<file path="src/rtl/parity_pkg.sv">
// rtl/parity_pkg.sv - shared encodings for the serial parity transmitter and detector
package parity_pkg;

  // Transmitter frame sequencing
  typedef enum logic [1:0] {
    IDLE   = 2'd0,
    DATA   = 2'd1,
    PARITY = 2'd2
  } tx_state_e;

  localparam logic PARITY_ODD  = 1'b1;
  localparam logic PARITY_EVEN = 1'b0;

  // Odd-ones detector state: tracks whether an odd number of ones has been seen
  typedef enum logic {
    DET_EVEN = 1'b0,
    DET_ODD  = 1'b1
  } det_state_e;

  // Turns the XOR of the data ones into the transmitted parity bit
  function automatic logic parity_bit(input logic ones_xor, input logic odd_mode);
    return ones_xor ^ odd_mode;
  endfunction

endpackage

</file>
<file path="src/rtl/parity_accum.sv">
// rtl/parity_accum.sv - running XOR of a serial bit stream with clear and enable
module parity_accum (
  input  logic clk,
  input  logic reset_n,
  input  logic clear,
  input  logic enable,
  input  logic bit_in,
  output logic parity_q
);

  logic parity_d;

  // clear restarts the sum; a bit enabled together with clear is the first bit counted
  always_comb begin
    parity_d = clear ? 1'b0 : parity_q;
    if (enable) begin
      parity_d = parity_d ^ bit_in;
    end
  end

  // accumulator register
  always_ff @(posedge clk or negedge reset_n) begin
    if (!reset_n) begin
      parity_q <= 1'b0;
    end else begin
      parity_q <= parity_d;
    end
  end

endmodule

</file>
<file path="src/rtl/serial_parity_tx.sv">
// rtl/serial_parity_tx.sv - LSB-first serialiser that appends one odd/even parity bit per word
module serial_parity_tx #(
  parameter int DATA_W     = 8,
  parameter bit ODD_PARITY = 1'b1
) (
  input  logic              clk,
  input  logic              reset_n,
  input  logic [DATA_W-1:0] data_in,
  input  logic              data_valid,
  output logic              data_ready,
  output logic              ser_out,
  output logic              ser_valid,
  output logic              ser_last,
  output logic              busy
);
  import parity_pkg::*;

  localparam int CNT_W = $clog2(DATA_W + 1);
  localparam logic [CNT_W-1:0] LAST_CNT = CNT_W'(DATA_W);

  tx_state_e         state_q, state_d;
  logic [DATA_W-1:0] shift_q, shift_d;
  logic [DATA_W-1:0] shift_nxt;
  logic [CNT_W-1:0]  cnt_q, cnt_d;
  logic              ser_out_q, ser_out_d;
  logic              ser_valid_q, ser_valid_d;
  logic              ser_last_q, ser_last_d;
  logic              data_ready_q, data_ready_d;
  logic              acc_clear, acc_en, acc_bit, acc_q;
  logic              take;

  assign take      = data_valid && data_ready_q;
  assign shift_nxt = shift_q >> 1;

  // Outputs are registered: each edge computes the bit the line shows next cycle.
  // cnt_q counts bits already presented in the current frame.
  always_comb begin
    state_d     = state_q;
    shift_d     = shift_q;
    cnt_d       = cnt_q;
    ser_out_d   = 1'b0;
    ser_valid_d = 1'b0;
    ser_last_d  = 1'b0;
    acc_clear   = 1'b0;
    acc_en      = 1'b0;
    acc_bit     = 1'b0;
    case (state_q)
      DATA: begin
        if (cnt_q == LAST_CNT) begin
          state_d     = PARITY;
          cnt_d       = '0;
          ser_out_d   = parity_bit(acc_q, ODD_PARITY);
          ser_valid_d = 1'b1;
          ser_last_d  = 1'b1;
        end else begin
          shift_d     = shift_nxt;
          cnt_d       = cnt_q + CNT_W'(1);
          ser_out_d   = shift_nxt[0];
          ser_valid_d = 1'b1;
          acc_en      = 1'b1;
          acc_bit     = shift_nxt[0];
        end
      end
      default: begin
        // IDLE and PARITY both accept a word; accepting in PARITY chains frames with no gap
        if (take) begin
          state_d     = DATA;
          shift_d     = data_in;
          cnt_d       = CNT_W'(1);
          ser_out_d   = data_in[0];
          ser_valid_d = 1'b1;
          acc_clear   = 1'b1;
          acc_en      = 1'b1;
          acc_bit     = data_in[0];
        end else begin
          state_d = IDLE;
        end
      end
    endcase
    data_ready_d = (state_d == IDLE) || (state_d == PARITY);
  end

  // state, datapath and registered outputs
  always_ff @(posedge clk or negedge reset_n) begin
    if (!reset_n) begin
      state_q      <= IDLE;
      shift_q      <= '0;
      cnt_q        <= '0;
      ser_out_q    <= 1'b0;
      ser_valid_q  <= 1'b0;
      ser_last_q   <= 1'b0;
      data_ready_q <= 1'b0;
    end else begin
      state_q      <= state_d;
      shift_q      <= shift_d;
      cnt_q        <= cnt_d;
      ser_out_q    <= ser_out_d;
      ser_valid_q  <= ser_valid_d;
      ser_last_q   <= ser_last_d;
      data_ready_q <= data_ready_d;
    end
  end

  parity_accum u_accum (
    .clk      (clk),
    .reset_n  (reset_n),
    .clear    (acc_clear),
    .enable   (acc_en),
    .bit_in   (acc_bit),
    .parity_q (acc_q)
  );

  assign ser_out    = ser_out_q;
  assign ser_valid  = ser_valid_q;
  assign ser_last   = ser_last_q;
  assign data_ready = data_ready_q;
  assign busy       = (state_q != IDLE);

endmodule
</file>
<file path="config.mk">
export PLATFORM = sky130hd
export DESIGN_NAME = serial_parity_tx
export DESIGN_NICKNAME = d
export VERILOG_FILES = /design/src/rtl/parity_pkg.sv /design/src/rtl/parity_accum.sv /design/src/rtl/serial_parity_tx.sv
export SDC_FILE = /design/constraint.sdc
export NUM_CORES = 1
export LEC_CHECK = 0
export ABC_AREA = 1
export CORE_MARGIN = 2
export CORE_UTILIZATION = 50
export DETAILED_ROUTE_END_ITERATION = 16
export PLACE_DENSITY = 0.73
export SYNTH_ARGS = -nofsm -noshare
export SYNTH_HDL_FRONTEND = slang
export SYNTH_SLANG_ARGS = --single-unit
</file>
<file path="constraint.sdc">
create_clock -name clk -period 1.65 [get_ports clk]
set_clock_uncertainty 0.05 [all_clocks]
set_input_delay 0.165 -clock clk [delete_from_list [all_inputs] [get_ports clk]]
set_output_delay 0.165 -clock clk [all_outputs]
set_load 0.005 [all_outputs]
</file>
=== After elaboration in Yosys (flattened, before gate mapping) ===
Index checks and enable logic that the tools add are counted.
Widths: inputs -> output; s select.

* Add/sub/neg operators: 1
* Multiply operators: 0
* Div/mod/pow operators: 0
* Order comparisons: 0
* Eq/ne operators: 4
* Shift operators: 0
* Multiplexer cells: 23
* Bitwise operators: 2
* Reduce and logical (&&, ||, !) cells: 6

{| class="wikitable"
|+ Operators with widths
! cell !! number
|-
| $mux 8 || 3
|-
| $mux 1 || 15
|-
| $mux 4 || 3
|-
| $add 4x1->4 const B || 1
|-
| $eq 4x4->1 const B || 1
|-
| $mux 2 || 2
|-
| $reduce_bool 2->1 || 2
|-
| $eq 2x1->1 const B || 1
|-
| $eq 2x2->1 const B || 1
|-
| $logic_not 2->1 || 1
|-
| $ne 2x2->1 const B || 1
|-
| $reduce_and 2->1 || 1
|-
| $logic_and 1x1->1 || 1
|-
| $logic_or 1x1->1 || 1
|-
| $not 1->1 || 1
|-
| $xor 1x1->1 || 1
|}

* Bits in registers: 19
* Latch bits: 0
* Bits in writable memories: 0
* ROM bits: 0
* Memories kept: 0

=== Depth between registers and ports, before layout ===
Gate-level depths: netlist of the first run.

* Word-level depth: 6
* Gate-level depth with buffers: 8
* Gate-level depth less buffers: 7

=== Hierarchy ===
A second synthesis of the first run with hierarchy kept.

* Cell total of the unflattened synthesis: 112
* Area total of the unflattened synthesis: 900.9 um2

{| class="wikitable"
|+ Modules (own cells, without submodules)
! module !! instances !! cells each !! area an instance (um2) !! seq. area each (um2)
|-
| serial_parity_tx || 1 || 104 || 848.3 || 425.4
|-
| parity_accum || 1 || 8 || 52.6 || 25.0
|}

=== Worst setup path after synthesis of the first run ===
No wires, ideal clock.

* Path type: flip-flop to flip-flop
* Start point: reg cnt_q[0]
* End point: reg shift_q[4]
* Setup time: 0.117 ns
* Data arrival time: 1.144 ns
* Slack: 0.339 ns
* Cell stages (with the launch flop): 9
* Buffers on the path: 1
* Period minus slack after synthesis: 1.311 ns
* Cell sequence: dfrtp_1 -> inv_1 -> ha_1 -> nand3_4 -> nand2_4 -> nand2_4 -> buf_12 -> nand2_2 -> o21ai_2

* Longest elaborated chain between the ends: 3

{| class="wikitable"
|+ Ends and longest elaborated chain
! element !! RTL line !! RTL
|-
| from (decl) || serial_parity_tx.sv:24 || <nowiki>logic [CNT_W-1:0] cnt_q, cnt_d;</nowiki>
|-
| from (signal assigned) || serial_parity_tx.sv:96 || <nowiki>cnt_q <= cnt_d;</nowiki>
|-
| $eq 4x4->1 || serial_parity_tx.sv:49 || <nowiki>if (cnt_q == LAST_CNT) begin</nowiki>
|-
| $ne 2x2->1 (no line) || -- ||
|-
| $reduce_and 2->1 (no line) || -- ||
|-
| to (signal assigned) || serial_parity_tx.sv:95 || <nowiki>shift_q <= shift_d;</nowiki>
|-
| to (decl) || serial_parity_tx.sv:22 || <nowiki>logic [DATA_W-1:0] shift_q, shift_d;</nowiki>
|}

Every way passes these cells.
A chain may end at the register's enable or synchronous reset.

=== Final worst setup path of the first run ===
* Start point: reg cnt_q[0]
* End point: reg shift_q[1]

Same word-level chain as after synthesis.

==> flow_summary.json, run 1 <==
{
  "status": "complete, no violations",
  "r2r_end": "shift_q[1]",
  "drc": 0,
  "core_um2": 1730,
  "stdcell_count": 140,
  "clkLatencyLatePin_ns": 0.29,
  "ys_ff_latch": 18,
  "drive_gt1_frac": 0.191,
  "fin_crit_sh": 0.843,
  "place_congestion": 0.760,
  "first_pass_iters": 4,
  "dieArea_um2": 2180,
  "cts.sink_count": 18,
  "yosysUniqueCellTypes": 21,
  "r2r_slack_ns": 0.26,
  "ys_warn_count": 0,
  "cts_buffer_depth": 2,
  "required_ns": 1.78,
  "slew_headroom": 0.725,
  "cap_violations": 0,
  "start_kind": "flip-flop",
  "grt.overflow.total": 0,
  "worst_r2r_path_depth": 7,
  "routed_via_density": 4.60,
  "synthesis.nets": 111,
  "antenna_found_initial": 0,
  "cts-resized-gates": 0,
  "arrival_ns": 1.52,
  "synth_top_cell_by_area": "dfrtp_1",
  "io_buffers": 15,
  "synth_cells": 98,
  "root_buffer": "clkbuf_4",
  "max_freq_ghz": 0.719,
  "slew_viol_final": 0,
  "grt_max_degree": 23,
  "cts_buffers": 3,
  "syn_avg_cell_area_um2": 9.28,
  "ant_nets": 0,
  "grt_pass1_wl_um": 2320,
  "vias": 644,
  "yosys-top-cells-area": "dfrtp_1, nand2_1, o21ai_2, inv_1, o21ai_0",
  "totalWireLength_um": 1460,
  "path_max_fanout": 15,
  "cts_max_level": 1,
  "path_class": "reg2reg",
  "clk_pin_slew_ns": 0.11,
  "ios": 16,
  "dp.cells": 136,
  "finalSetupTns_ns": 0,
  "worstSetupEndpointType": "flip-flop",
  "die_h_um": 46.7,
  "cts_setup_buffers": 0,
  "syn2layout_area_growth_pct": 20.8,
  "cts_hold_buf": 0,
  "ys_seq_area_frac": 0.495,
  "grt_use_total": 0.152,
  "hold_viol_final": 0,
  "peakVddDrop_mv": 0.756,
  "start_util": 0.527,
  "fp-row-count": 15,
  "powerDensity_nw_per_um2": 1740,
  "diodes": 0,
  "synth_top_area_share": 0.495,
  "die_w_um": 46.7,
  "setup_viol": 0,
  "first_iter_violations": 4,
  "hold_class": "in2async",
  "synth_area_um2": 910,
  "worst_pin_slew_ns": 0.411,
  "dp_hpwl_um": 1030,
  "rsz0062_at_grt": "false",
  "grt_pass1_vias": 529,
  "min_period_ns": 1.39,
  "nets": 129,
  "wire_per_inst_um": 10.4,
  "r2r-start": "cnt_q[0]",
  "leakagePower_nw": 0.535,
  "cts_tree": "done"
}
==> worst max-delay path by stage <==
stage	slack, ns	cells after the start	to	startpoint
after floorplan	0.34	8	shift_q[4]	cnt_q[0]
after global placement	0.27	7	shift_q[6]	data_valid
after detailed placement	0.25	7	shift_q[6]	data_valid
after CTS	0.006	2	busy	state_q[0]
after global routing	0.16	7	shift_q[6]	state_q[1]
final	0.26	7	shift_q[1]	cnt_q[0]
==> critical path, stage by stage (launching register included) <==
cell,delay (ns)
dfrtp_1,0.42
inv_1,0.13
ha_1,0.21
nand3_4,0.11
nand2_4,0.10
nand2_4,0.12
nand2_1,0.11
o21ai_2,0.05
==> layer usage <==
layer / GRT usage / share of wire / up-vias
li1: - / - / 341
met1: 0.205 / 0.47 / 291
met2: 0.242 / 0.49 / 10
met3: 0.0353 / 0.033 / 2
met4: 0.0500 / 0.0096 / 0
met5: 0 / 0 / -
==> cell families (layout without fill, tap and decap cells) <==
family	Yosys count	count (layout)	synth area share
buf+inv	19	36	0.109
flops	18	18	0.495
simple gates	38	38	0.216
xor+xnor	1	1	0.00963
compound gates	20	20	0.143
fa+ha+maj	2	2	0.0275
==> metrics by stage <==
step / power (mW) / area, um^2 / hold WS (ns) / setup slack (ns) / util
after floorplan: 1.52 / 910 / -0.181 / 0.339 / -
after global placement: 1.64 / 1060 / 0.452 / 0.268 / 0.614
after detailed placement: 1.66 / 1060 / 0.458 / 0.255 / 0.614
after CTS: 1.94 / 1100 / 0.153 / 0.00581 / 0.635
after global routing: 2.09 / 1100 / 0.144 / 0.162 / 0.636
final: 1.91 / 1100 / 0.145 / 0.260 / 0.636
==> cell usage in the layout, fill, tap and decap left out, drive strengths merged, types with 2 or more instances in the layout <==
cell type      netlist  final
o21ai               15     15
nor2                 3      3
inv                 16     16
clkdlybuf4s50        0     14
nand2               28     28
nand3                5      5
clkbuf               0      4
dfrtp               18     18
ha                   2      2
a21oi                3      3
==> area by class of cell <==
type,count,area [um^2]
Inverter,16,60.1
Clock buffer,4,36.3
Tap cell,25,31.3
Multi-Input combinational cell,61,360
Fill cell,159,628
Sequential cell,18,450
Timing Repair Buffer,16,160
==> sequential cells by signal, indices dropped and copies added (netlist names) <==
register,flops
cnt_q,4
data_ready,1
ser_last,1
ser_out,1
ser_valid,1
shift_q,7
state_q,2
u_accum.parity_q,1
==> report_power, final <==
group	internal (mW)	switching (mW)	leakage, nW
sequential	0.620	0.0923	0.227
clock	0.134	0.137	0.0210
combinational	0.374	0.552	0.287
==> synthesized netlist by cell type <==
cell type	count
a21oi_1	3
buf_12	1
buf_4	1
buf_6	1
dfrtp_1	18
ha_1	2
inv_1	14
inv_2	2
nand2_1	22
nand2_2	3
nand2_4	3
nand3_1	4
nand3_4	1
nand4_1	1
nor2_1	3
o21ai_0	8
o21ai_2	7
o21bai_1	1
o22ai_1	1
or2_2	1
xnor2_1	1
No activity file was read; power rests on OpenSTA's default activity.
==> run 2: changes to the inputs <==
--- a/config.mk
+++ b/config.mk
@@ -7,9 +7,9 @@
 export LEC_CHECK = 0
 export ABC_AREA = 1
 export CORE_MARGIN = 2
-export CORE_UTILIZATION = 50
+export CORE_UTILIZATION = 45
 export DETAILED_ROUTE_END_ITERATION = 16
-export PLACE_DENSITY = 0.73
+export PLACE_DENSITY = 0.7
 export SYNTH_ARGS = -nofsm -noshare
 export SYNTH_HDL_FRONTEND = slang
 export SYNTH_SLANG_ARGS = --single-unit
==> constraint.sdc (replaced) <==
create_clock -name clk -period 1.1 [get_ports clk]
set_clock_uncertainty 0.05 [all_clocks]
set_input_delay 0.11 -clock clk [delete_from_list [all_inputs] [get_ports clk]]
set_output_delay 0.11 -clock clk [all_outputs]
set_load 0.005 [all_outputs]
==> run 2 against run 1 <==
The run now ends with negative setup slack left. Global-route usage up 0.41 points. Setup slack got worse by 0.39 ns. Critical path depth decreased by 5. Utilization rose by 5.8 points. Via count up 16%. Cell count increased by 14%. Largest cell class is now multi-input gates.
==> flow_summary.json, run 2 (synthesized netlist as in run 1, its figures left out) <==
{
  "die_h_um": 49.0,
  "syn2layout_area_growth_pct": 48.3,
  "vias": 745,
  "grt.overflow.total": 0,
  "worst_r2r_path_depth": 7,
  "hold_class": "in2async",
  "drc": 0,
  "grt_use_total": 0.156,
  "slew_viol_final": 0,
  "design_area_um2": 1350,
  "cts.sink_count": 18,
  "arrival_ns": 1.07,
  "finalSetupTns_ns": -1.19,
  "cts_buffer_depth": 2,
  "totalWireLength_um": 1770,
  "worst_pin_slew_ns": 0.230,
  "fp-row-count": 16,
  "max_freq_ghz": 0.813,
  "met2_usage": 0.288,
  "met1_usage": 0.172,
  "ios": 16,
  "place_congestion": 0.750,
  "cap_violations": 0,
  "status": "finished with violations",
  "path_max_fanout": 2,
  "first_iter_violations": 6,
  "setup_viol": 15,
  "routed_via_density": 4.69,
  "io_buffers": 15,
  "start_util": 0.468,
  "violations": "negative setup slack",
  "nets": 147,
  "drive_gt1_frac": 0.424,
  "layout_common_cells": "nand2_1, dfrtp_1, buf_4",
  "ant_nets": 0,
  "cts_hold_buf": 0,
  "grt_max_degree": 19,
  "diodes": 0,
  "peakVddDrop_mv": 1.51,
  "setup_ws_ns": -0.130,
  "rsz0062_at_grt": "true",
  "regMostFlops": "shift_q",
  "mostFrequentLayoutCell": "nand2_1",
  "hold_viol_final": 0,
  "busiest_layer": "met2",
  "fin_util": 0.695,
  "core_um2": 1940,
  "cp_cell_sequence": "or2_4 > buf_6",
  "clk_pin_slew_ns": 0.10,
  "met3_usage": 0.0215,
  "start_kind": "flip-flop",
  "slew_headroom": 0.847,
  "root_buffer": "clkbuf_4",
  "hold-worst-slack_ns": 0.0851,
  "total_power_mw": 3.79,
  "place_area_um2": 1180,
  "seq_area_um2": 450,
  "die_w_um": 49.0,
  "cts_buffers": 3,
  "required_ns": 0.94,
  "dieArea_um2": 2400,
  "dp_hpwl_um": 1210,
  "antenna_found_initial": 0,
  "cts_tree": "done",
  "first_pass_iters": 4,
  "leakagePower_nw": 0.641,
  "min_period_ns": 1.23,
  "slowest_delay_ns": 0.43,
  "largestRegisters": "shift_q: 7 flops, cnt_q: 4 flops, state_q: 2 flops",
  "grt_pass1_wl_um": 2870,
  "fillers": 168,
  "path_class": "reg2out",
  "worstSetupEndpointType": "output pin",
  "multi_input_area_um2": 469,
  "fin_crit_sh": 1.12,
  "grt_pass1_vias": 702,
  "largest_reg_flops": 7,
  "powerDensity_nw_per_um2": 2810,
  "clkLatencyLatePin_ns": 0.29,
  "wire_per_inst_um": 11.1,
  "slowest_stage": "dfrtp_1",
  "cts_max_level": 1
}
==> run 2: cell count changes in the layout (fill, tap and decap cells not counted), sizes merged <==
cell,delta
clkdlybuf4s15,+4
clkdlybuf4s50,-4
buf,+18
dlymetal6s2s,-1
clkbuf,-1
nand2,+1
==> run 2: path summary, 6_finish.rpt <==
path | from | end | slack (ns)
setup / recovery | state_q[0] | busy | -0.13
hold / removal | reset_n | ser_valid | 0.09
setup reg to reg | cnt_q[1] | ser_out | -0.12
hold reg to reg | shift_q[3] | shift_q[3] | 0.48
max in group asynchronous | reset_n | ser_last | 0.71
min in group clk | data_in[7] | shift_q[7] | 0.37
==> run 2: repair_timing <==
action,CTS,global route
gates resized for setup,13,28
setup buffers,2,2
gates cloned,0,1
pin swaps,0,5
endpoints found under the setup margin,22,22
endpoints found under the hold margin,0,0
==> run 2: cell type report <==
type                       instances  area share
clock buffer                       3      0.0167
timing repair buffer              33       0.230
sequential                        18       0.334
multi-input combinational         62       0.348
inverter                          16      0.0464
tap                               27      0.0250
==> run 2: routing by layer <==
metal  vias up  part of all wire
met4         0             0.022
met1       354              0.38
met5         -                 0
met2        11              0.57
met3         5             0.025
li1        375                 -
==> run 2: critical path, delay by kind of cell, from the launching register on <==
kind | cells | cell delay (ns)
flops | 1 | 0.43
simple gates | 1 | 0.25
buf+inv | 1 | 0.11
==> run 2: through the flow <==
stage,cells,setup slack [ns]
2_1_floorplan,98,-0.138
3_3_place_gp,151,-0.202
3_5_place_dp,151,-0.232
4_1_cts,156,-0.172
5_1_grt,159,-0.190
6_report,159,-0.130
==> run 2: power by group <==
group | internal, mW | total [mW] | leakage (nW) | switching, mW
registers | 0.931 | 1.05 | 0.227 | 0.124
logic | 1.18 | 2.42 | 0.400 | 1.24
clock network | 0.127 | 0.321 | 0.0138 | 0.194
total | 2.24 | 3.79 | 0.641 | 1.55
